<file path="src/rtl/instr_decode_stage_pkg.sv">
// rtl/instr_decode_stage_pkg.sv - shared types, opcodes and FSM encoding for the decode stage
package instr_decode_stage_pkg;

    // Immediate class handed to the immediate generator; 3'b111 is never produced
    typedef enum logic [2:0] {
        IMM_R   = 3'b000,
        IMM_I   = 3'b001,
        IMM_S   = 3'b010,
        IMM_B   = 3'b011,
        IMM_U   = 3'b100,
        IMM_J   = 3'b101,
        IMM_CSR = 3'b110
    } imm_type_e;

    // RV32I major opcodes (instr[6:0])
    localparam logic [6:0] OPC_OP       = 7'b0110011;
    localparam logic [6:0] OPC_OP_IMM   = 7'b0010011;
    localparam logic [6:0] OPC_LOAD     = 7'b0000011;
    localparam logic [6:0] OPC_JALR     = 7'b1100111;
    localparam logic [6:0] OPC_MISC_MEM = 7'b0001111;
    localparam logic [6:0] OPC_STORE    = 7'b0100011;
    localparam logic [6:0] OPC_BRANCH   = 7'b1100011;
    localparam logic [6:0] OPC_LUI      = 7'b0110111;
    localparam logic [6:0] OPC_AUIPC    = 7'b0010111;
    localparam logic [6:0] OPC_JAL      = 7'b1101111;
    localparam logic [6:0] OPC_SYSTEM   = 7'b1110011;

    // funct3 under SYSTEM: 000 is ECALL/EBREAK class, 100 is reserved
    localparam logic [2:0] F3_PRIV     = 3'b000;
    localparam logic [2:0] F3_RESERVED = 3'b100;

    // Occupancy of the two-entry skid buffer
    typedef enum logic [1:0] {
        ST_EMPTY = 2'd0,
        ST_ONE   = 2'd1,
        ST_FULL  = 2'd2
    } fsm_state_e;

    // One buffered instruction with its decode captured at accept time
    typedef struct packed {
        logic [31:0] pc;
        logic [24:0] instr;
        imm_type_e   imm_type;
        logic        illegal;
    } entry_t;

    localparam entry_t ENTRY_RESET = '{pc: 32'd0, instr: 25'd0, imm_type: IMM_R, illegal: 1'b0};

endpackage

</file>
<file path="src/rtl/instr_decode_stage_if.sv">
// rtl/instr_decode_stage_if.sv - fetch-side and decode-side handshake bundle
interface instr_decode_stage_if;

    logic        flush;

    logic        if_valid;
    logic        if_ready;
    logic [31:0] if_instr;
    logic [31:0] if_pc;

    logic        id_valid;
    logic        id_ready;
    logic [31:0] id_pc;
    logic [24:0] id_instr;
    logic [2:0]  id_imm_type;
    logic [4:0]  id_rs1;
    logic [4:0]  id_rs2;
    logic [4:0]  id_rd;
    logic        id_illegal;

    // Seen from the decode stage
    modport slave (
        input  flush,
        input  if_valid, if_instr, if_pc,
        output if_ready,
        input  id_ready,
        output id_valid, id_pc, id_instr, id_imm_type,
        output id_rs1, id_rs2, id_rd, id_illegal
    );

    // Seen from the fetch unit / downstream consumer / bench
    modport master (
        output flush,
        output if_valid, if_instr, if_pc,
        input  if_ready,
        output id_ready,
        input  id_valid, id_pc, id_instr, id_imm_type,
        input  id_rs1, id_rs2, id_rd, id_illegal
    );

endinterface

</file>
<file path="src/rtl/instr_decode_stage_imm_type_decoder.sv">
// rtl/instr_decode_stage_imm_type_decoder.sv - combinational opcode to immediate-class decoder
module imm_type_decoder
    import instr_decode_stage_pkg::*;
(
    input  logic [31:0] instr,
    output imm_type_e   imm_type,
    output logic        illegal
);

    logic [6:0] opcode;
    logic [2:0] funct3;
    logic       unused_bits;

    assign opcode = instr[6:0];
    assign funct3 = instr[14:12];

    // Only opcode and funct3 steer the class; the rest of the word is carried elsewhere
    assign unused_bits = ^{instr[31:15], instr[11:7]};

    // Map opcode (and funct3 for SYSTEM) onto an immediate class; unknowns fall to R + illegal
    always_comb begin
        imm_type = IMM_R;
        illegal  = 1'b0;
        case (opcode)
            OPC_OP:       imm_type = IMM_R;
            OPC_OP_IMM,
            OPC_LOAD,
            OPC_JALR,
            OPC_MISC_MEM: imm_type = IMM_I;
            OPC_STORE:    imm_type = IMM_S;
            OPC_BRANCH:   imm_type = IMM_B;
            OPC_LUI,
            OPC_AUIPC:    imm_type = IMM_U;
            OPC_JAL:      imm_type = IMM_J;
            OPC_SYSTEM: begin
                if (funct3 == F3_PRIV) begin
                    imm_type = IMM_I;
                end else if (funct3 == F3_RESERVED) begin
                    imm_type = IMM_R;
                    illegal  = 1'b1;
                end else begin
                    imm_type = IMM_CSR;
                end
            end
            default: begin
                imm_type = IMM_R;
                illegal  = 1'b1;
            end
        endcase
    end

endmodule

</file>
<file path="src/rtl/instr_decode_stage.sv">
// rtl/instr_decode_stage.sv - two-entry skid buffer that decodes instructions at accept time
module instr_decode_stage
    import instr_decode_stage_pkg::*;
(
    input  logic                  clk,
    input  logic                  rst_n,
    instr_decode_stage_if.slave   bus
);

    fsm_state_e state;
    entry_t     head;
    entry_t     tail;
    logic       if_ready_q;
    logic       id_valid_q;

    imm_type_e  dec_type;
    logic       dec_illegal;
    entry_t     incoming;
    logic       accept;
    logic       issue;

    // Single decoder sits on the fetch side so each entry carries its decode with it
    imm_type_decoder u_imm_type_decoder (
        .instr    (bus.if_instr),
        .imm_type (dec_type),
        .illegal  (dec_illegal)
    );

    assign incoming = '{pc: bus.if_pc, instr: bus.if_instr[31:7], imm_type: dec_type, illegal: dec_illegal};

    // Both handshakes use registered readiness/validity, so neither side sees a combinational path
    assign accept = bus.if_valid & if_ready_q;
    assign issue  = id_valid_q & bus.id_ready;

    // Occupancy FSM with registered if_ready/id_valid; head always holds the oldest entry
    always_ff @(posedge clk or negedge rst_n) begin
        if (!rst_n) begin
            state      <= ST_EMPTY;
            head       <= ENTRY_RESET;
            tail       <= ENTRY_RESET;
            if_ready_q <= 1'b1;
            id_valid_q <= 1'b0;
        end else if (bus.flush) begin
            // Redirect wins: drop everything, including a beat arriving this cycle
            state      <= ST_EMPTY;
            if_ready_q <= 1'b1;
            id_valid_q <= 1'b0;
        end else begin
            case (state)
                ST_EMPTY: begin
                    if (accept) begin
                        head       <= incoming;
                        state      <= ST_ONE;
                        id_valid_q <= 1'b1;
                        if_ready_q <= 1'b1;
                    end
                end
                ST_ONE: begin
                    case ({accept, issue})
                        2'b10: begin
                            tail       <= incoming;
                            state      <= ST_FULL;
                            if_ready_q <= 1'b0;
                        end
                        2'b01: begin
                            state      <= ST_EMPTY;
                            id_valid_q <= 1'b0;
                        end
                        2'b11: begin
                            // Old head leaves while the new beat takes its place
                            head <= incoming;
                        end
                        default: ;
                    endcase
                end
                ST_FULL: begin
                    if (issue) begin
                        head       <= tail;
                        state      <= ST_ONE;
                        if_ready_q <= 1'b1;
                    end
                end
                default: begin
                    state      <= ST_EMPTY;
                    if_ready_q <= 1'b1;
                    id_valid_q <= 1'b0;
                end
            endcase
        end
    end

    assign bus.if_ready    = if_ready_q;
    assign bus.id_valid    = id_valid_q;
    assign bus.id_pc       = head.pc;
    assign bus.id_instr    = head.instr;
    assign bus.id_imm_type = head.imm_type;
    assign bus.id_illegal  = head.illegal;

    // Stored word starts at instr bit 7, so register fields shift down by 7
    assign bus.id_rs1 = head.instr[12:8];
    assign bus.id_rs2 = head.instr[17:13];
    assign bus.id_rd  = head.instr[4:0];

endmodule

</file>
<file path="src/flat_wrapper.sv">
// flat-port wrapper written by rule: the top's interface ports become plain ports
module instr_decode_stage_flat import instr_decode_stage_pkg::*;
  (clk, rst_n, bus_flush, bus_if_valid, bus_if_instr, bus_if_pc, bus_if_ready, bus_id_ready, bus_id_valid, bus_id_pc, bus_id_instr, bus_id_imm_type, bus_id_rs1, bus_id_rs2, bus_id_rd, bus_id_illegal);
  instr_decode_stage_if bus_i ();
  input  logic clk;
  input  logic rst_n;
  input wire logic [$bits(bus_i.flush)-1:0] bus_flush;
  input wire logic [$bits(bus_i.if_valid)-1:0] bus_if_valid;
  input wire logic [$bits(bus_i.if_instr)-1:0] bus_if_instr;
  input wire logic [$bits(bus_i.if_pc)-1:0] bus_if_pc;
  output wire logic [$bits(bus_i.if_ready)-1:0] bus_if_ready;
  input wire logic [$bits(bus_i.id_ready)-1:0] bus_id_ready;
  output wire logic [$bits(bus_i.id_valid)-1:0] bus_id_valid;
  output wire logic [$bits(bus_i.id_pc)-1:0] bus_id_pc;
  output wire logic [$bits(bus_i.id_instr)-1:0] bus_id_instr;
  output wire logic [$bits(bus_i.id_imm_type)-1:0] bus_id_imm_type;
  output wire logic [$bits(bus_i.id_rs1)-1:0] bus_id_rs1;
  output wire logic [$bits(bus_i.id_rs2)-1:0] bus_id_rs2;
  output wire logic [$bits(bus_i.id_rd)-1:0] bus_id_rd;
  output wire logic [$bits(bus_i.id_illegal)-1:0] bus_id_illegal;
  assign bus_i.flush = bus_flush;
  assign bus_i.if_valid = bus_if_valid;
  assign bus_i.if_instr = bus_if_instr;
  assign bus_i.if_pc = bus_if_pc;
  assign bus_if_ready = bus_i.if_ready;
  assign bus_i.id_ready = bus_id_ready;
  assign bus_id_valid = bus_i.id_valid;
  assign bus_id_pc = bus_i.id_pc;
  assign bus_id_instr = bus_i.id_instr;
  assign bus_id_imm_type = bus_i.id_imm_type;
  assign bus_id_rs1 = bus_i.id_rs1;
  assign bus_id_rs2 = bus_i.id_rs2;
  assign bus_id_rd = bus_i.id_rd;
  assign bus_id_illegal = bus_i.id_illegal;
  instr_decode_stage u_core (.clk(clk), .rst_n(rst_n), .bus(bus_i));
endmodule
</file>
<file path="config.mk">
export PLATFORM = sky130hd
export DESIGN_NAME = instr_decode_stage_flat
export DESIGN_NICKNAME = d
export VERILOG_FILES = /design/src/rtl/instr_decode_stage_pkg.sv /design/src/rtl/instr_decode_stage_if.sv /design/src/rtl/instr_decode_stage_imm_type_decoder.sv /design/src/rtl/instr_decode_stage.sv /design/src/flat_wrapper.sv
export SDC_FILE = /design/constraint.sdc
export NUM_CORES = 1
export LEC_CHECK = 0
export CORE_ASPECT_RATIO = 0.9
export CORE_MARGIN = 8
export CORE_UTILIZATION = 49
export DETAILED_ROUTE_END_ITERATION = 8
export HOLD_SLACK_MARGIN = 0.15
export PLACE_DENSITY = 0.83
export SETUP_SLACK_MARGIN = 0.2
export SYNTH_ARGS = -nofsm -noshare
export SYNTH_HDL_FRONTEND = slang
export SYNTH_HIERARCHICAL = 1
export SYNTH_SLANG_ARGS = --single-unit
</file>
<file path="constraint.sdc">
create_clock -name clk -period 2.2 [get_ports clk]
set_input_delay 0.22 -clock clk [delete_from_list [all_inputs] [get_ports clk]]
set_output_delay 0.22 -clock clk [all_outputs]
set_load 0.02 [all_outputs]
</file>
Word level (Yosys, flattened, before mapping)
Cells that the tools add are included.
{ "totals": {"regBits": 126, "out_inout_bits": 78, "in_bits": 69, "word_cells": 74} }
{ "op_classes": {"n_reduce_logical": 11, "mux": 23, "n_bitwise": 3, "eq_ne": 26} }
{ "op_table": {"columns": ["operator", "count"], "rows": [
  ["$mux 61", 3],
  ["$pmux 61 s3", 1],
  ["$eq 7x7->1 const B", 4],
  ["$eq 7x6->1 const B", 3],
  ["$pmux 3 s6", 1],
  ["$eq 7x5->1 const B", 2],
  ["$reduce_and 3->1", 4],
  ["$reduce_or 10->1", 1],
  ["$ne 3x2->1 const B", 3],
  ["$mux 1", 8],
  ["$eq 7x2->1 const B", 1],
  ["$eq 7x4->1 const B", 1],
  ["$eq 2x2->1 const B", 3],
  ["$mux 2", 3],
  ["$mux 3", 2],
  ["$pmux 1 s3", 2],
  ["$pmux 2 s3", 1],
  ["$reduce_and 5->1", 1],
  ["$eq 2x1->1 const B", 2],
  ["$ne 2x1->1 const B", 2],
  ["$ne 2x2->1 const B", 2],
  ["$ne 4x3->1 const B", 1],
  ["$pmux 2 s2", 1],
  ["$reduce_or 4->1", 1],
  ["9 further kinds", 10]
]} }

Logic depth before layout (Yosys ltp)
{ "logic_depth": {"depth_word": 6, "ltp_mapped": 7, "mapped_depth_nobuf": 6} }

Hierarchy
The synthesis kept the hierarchy.
{ "by_module_without_submodules": {"columns": ["module", "cells_per_inst", "area_each_um2", "seq_area_each_um2", "instances"], "rows": [
  ["instr_decode_stage", 383, 5686.7, 3154.3, 1],
  ["imm_type_decoder", 30, 185.2, 0.0, 1]
]} }

Worst setup path before layout
OpenSTA, ideal clock, no wires.
{ "synth_timing": {"kind": "register to register", "from": "reg u_core.id_valid_q (netlist: u_core/bus.id_valid)", "to": "reg u_core/tail[28] in the netlist's numbering", "arrival_time_ns": 1.677, "stages_incl_launch_ff": 5, "setup_time_ns": 0.125, "synth_period_minus_slack_ns": 1.802, "required_ns": 2.075, "setup_slack_ns": 0.398, "path_buffers": 1, "cell_sequence": "dfrtp_1 > and2_1 > nor4_4 > buf_6 > mux2_2"} }
{ "synth_via": {"elab_chain_len": 3} }
{ "synth_rtl": {"columns": ["item", "line", "source"], "rows": [
  ["start, declared", "instr_decode_stage.sv:14", "logic id_valid_q;"],
  ["start signal, assigned", "instr_decode_stage.sv:42", "id_valid_q <= 1'b0;"],
  ["start signal, assigned", "instr_decode_stage.sv:47", "id_valid_q <= 1'b0;"],
  ["start signal, assigned", "instr_decode_stage.sv:54", "id_valid_q <= 1'b1;"],
  ["$and 1x1->1", "instr_decode_stage.sv:33", "assign issue = id_valid_q & bus.id_ready;"],
  ["$eq 2x2->1", "instr_decode_stage.sv:59", "case ({accept, issue})"],
  ["$reduce_and 3->1 (no line)", null, null],
  ["end signal, assigned", "instr_decode_stage.sv:61", "tail <= incoming;"],
  ["end, declared", "instr_decode_stage.sv:12", "entry_t tail;"]
]} }
Every way passes these cells.
A chain may end at the register's enable or synchronous reset.

Worst setup path in the final report
{ "layout_timing": {"from": "reg u_core.if_ready_q (netlist: u_core/bus.if_ready)", "to": "out bus_if_ready"} }
{ "layout_rtl": {"columns": ["item", "line", "source"], "rows": [
  ["start, declared", "instr_decode_stage.sv:13", "logic if_ready_q;"],
  ["start signal, assigned", "instr_decode_stage.sv:41", "if_ready_q <= 1'b1;"],
  ["start signal, assigned", "instr_decode_stage.sv:46", "if_ready_q <= 1'b1;"],
  ["start signal, assigned", "instr_decode_stage.sv:55", "if_ready_q <= 1'b1;"],
  ["end, declared", "flat_wrapper.sv:11", "output wire logic [$bits(bus_i.if_ready)-1:0] bus_if_ready;"]
]} }
No word-level cell between the ends.

==> run summary <==
Power and ir drop
* leakage power: 3.11 nW
* largest vdd supply drop: 0.000862 V
* Pwr Density: 1440 nW/µm²
* post-layout total power: 11.4 mW

Timing
* Period minus WS final: 1900 ps
* summed negative setup slack over all endpoints: 0 ps
* number of failing hold endpoints at the final stage: 0
* upper clock frequency limit: 525 MHz
* max-slew violation count: 0
* Clock Skew: 9.87 ps
* count of final setup violators: 0
* Tcrit/Tclk final: 0.865
* worst slew slack as a fraction of its limit: 0.531
* pin slew with the least headroom to its limit: 703 ps
* unrepaired setup endpoints after global routing: false

Worst setup path
* Crit Path Class: reg -> out
* launching instance or port of the critical path: u_core/bus.if_ready$_DFFE_PN1P_
* Crit path buffers/inverters: 1
* Critical Path Sink Type: primary output
* Setup crit start kind: register
* required time reported for the critical path endpoint: 1980 ps
* R2R Path End: u_core/tail[10]$_DFFE_PN0P_
* biggest fanout along the worst timing path: 7
* cell family contributing the most delay on the critical path: buffers and inverters
* capture point of the critical path: bus_if_ready
* slowest cell delay on critical path: 670 ps
* startpoint of the lowest-slack register-to-register path: u_core/state[0]$_DFFE_PN0P_
* r2r setup slk: 400 ps
* master of the slowest instance on the critical path: clkdlybuf4s50_1
* number of cells traversed by the worst register-to-register path: 4
* number of cells on the critical path: 1
* Data arrival, critical path: 1680 ps
* crit-path cells: clkdlybuf4s50_1

Routing
* Vias/cell: 5.67
* DRT antenna net count: 0
* total via count after detailed routing: 4047
* wire length after detailed routing: 14.0 mm
* TritonRoute pass-1 iters: 4
* Starting DRT DRC Count: 218
* wire length per cell after detailed routing: 19.6 µm
* DRC violations left: 0

Yosys
* Post-Syn Area: 5870 µm²
* number of warning messages in the yosys log: 6
* synthesized instance count: 413
* Post-Syn Nets: 482
* proportion of synthesized chip area in sequential cells: 0.537
* number of distinct library cell variants in the gate-level netlist after synthesis: 38
* average size of a mapped cell: 14.2 µm²
* number of synthesized register bits: 126

GRT
* number of global-route vias before repair: 4453
* initial antenna violation count: 0
* final global-route overflow total: 0
* global-route usage over all layers: 0.184
* global-route wire length before repair: 23.4 mm
* largest net degree at the start of global routing: 64

Final layout
* commonest non-fill, non-tap cell in the layout: clkdlybuf4s50_1
* antenna cell count: 0
* layout cell share with drive strength beyond 1: 0.300
* Area Overhead vs Synth: 34.2%
* final net count: 611
* most frequent cells in the layout: clkdlybuf4s50_1 (145), dfrtp_1 (125), o22ai_1 (62)

Clock network
* clock latency on the worst-skew pair: 410 ps
* CTS tree: done
* Clock Sink Count: 126
* Clock Pin Slew Worst Setup and Hold Paths: 50 ps
* H-tree levels: 4
* Root Buffer Master: clkbuf_16
* cts bufs inserted: 17
* number of cells upsized or downsized after cts: 0
* buffer depth of the longest clock path: 2

Floorplan
* placeable core region: 11900 µm²
* I/O pin count: 147
* die area: 15700 µm²
* die width: 131 µm
* starting utilization of the core area: 0.494
* Die H: 120 µm
* Core Rows: 38

Run status
* outcome: finished, final reports clean

Worst hold path
* type of the most critical hold path: in -> async

Place
* detailed placer's ending HPWL: 9.42 mm
* Port Buffers: 146
* RePlAce Congestion: 0.766

Run
* max-capacitance violation count: 0

## metrics by stage
stage	setup slack [ps]	hold slack, ps	util	instance area (µm²)	std cells
2_1_floorplan	398	-75.6	-	5870	413
3_3_place_gp	181	163	0.618	7340	682
3_5_place_dp	157	169	0.618	7340	682
4_1_cts	272	269	0.663	7880	714
5_1_grt	252	309	0.663	7880	714
6_report	297	295	0.663	7880	714
## cells by family (layout without fill, tap and decap cells)
kind of cell	after synthesis	after routing	synth area share
AOI/OAI and AO/OA	143	143	0.244
buffers and inverters	53	194	0.0652
DFF	126	126	0.537
muxes	62	62	0.119
and+or+nand+nor	29	29	0.0343
## final cells by class
type | instances | area (µm²)
tap | 160 | 200
clock buffer | 24 | 492
multi-input combinational | 234 | 2340
inverter | 3 | 11.3
clock inverter | 7 | 37.5
sequential | 126 | 3150
fill | 851 | 4010
timing repair buffer | 160 | 1640
## metal layers
metal	vias to the layer above	wire, µm	global-route usage
met5	-	0	0
met2	139	6970	0.298
li1	1847	-	-
met3	13	931	0.0689
met1	2048	5850	0.219
met4	0	214	0.0731
## cell usage after synthesis
master / count / share of area
mux2_1: 6 / 0.012
nor2_1: 6 / 0.0038
nor4_1: 1 / 0.0011
a21oi_2: 1 / 0.0015
a21oi_1: 5 / 0.0043
o21ai_0: 6 / 0.0051
nand4b_1: 1 / 0.0015
nand3_1: 1 / 0.00085
a2bb2oi_2: 60 / 0.15
nor4_4: 1 / 0.0036
a21o_1: 2 / 0.0026
nand2b_1: 3 / 0.0032
nand2_1: 4 / 0.0026
inv_2: 1 / 0.00064
or2_1: 1 / 0.0011
buf_4: 15 / 0.019
a2bb2oi_1: 2 / 0.0030
nor4bb_1: 1 / 0.0017
and4bb_1: 1 / 0.0021
a31oi_1: 2 / 0.0021
dfstp_2: 1 / 0.0045
and2_1: 1 / 0.0011
nand3b_4: 1 / 0.0034
mux2_2: 56 / 0.11
and4b_1: 1 / 0.0017
a211oi_4: 1 / 0.0034
nor3b_1: 2 / 0.0026
buf_2: 6 / 0.0051
a211o_1: 1 / 0.0015
nand4_1: 2 / 0.0021
nor2b_1: 1 / 0.0011
buf_6: 16 / 0.031
clkbuf_1: 13 / 0.0083
a221oi_1: 1 / 0.0015
dfrtp_1: 125 / 0.53
o22ai_1: 62 / 0.066
nor3_1: 1 / 0.00085
inv_1: 2 / 0.0013
## where the power goes
| part | leakage, nW | switching [mW] | internal [mW] |
|---|---|---|---|
| sequential | 1.46 | 0.781 | 3.43 |
| combinational | 1.39 | 2.01 | 2.67 |
| clock | 0.265 | 0.940 | 1.54 |
## worst min path at each step
stage	slack, ps	endpoint	cells past startpoint	startpoint
2_1_floorplan	-80	u_core/bus.id_illegal$_DFFE_PN0P_	0	rst_n
5_1_grt	310	u_core/bus.id_pc[17]$_DFFE_PN0P_	2	rst_n
6_report	300	u_core/bus.id_pc[25]$_DFFE_PN0P_	2	rst_n
3_5_place_dp	170	u_core/bus.id_pc[21]$_DFFE_PN0P_	1	rst_n
3_3_place_gp	160	u_core/bus.id_pc[21]$_DFFE_PN0P_	1	rst_n
4_1_cts	270	u_core/bus.id_pc[21]$_DFFE_PN0P_	2	rst_n
## flip-flops by register name (all words and copies together) (netlist names)
register and cells:
u_core/bus.id_illegal 1, u_core/bus.id_instr 25, u_core/bus.id_pc 32, u_core/tail 61, u_core/bus.id_valid 1, u_core/state 2, u_core/bus.if_ready 1, u_core/bus.id_imm_type 3
## what timing repair did
action / 4_1_cts / 5_1_grt
buffers inserted: 0 / 0
endpoints found under the setup margin: 0 / 0
hold buffers: 1 / 0
hold endpoints to repair: 99 / 0
Power figures use the tool's default switching activity.
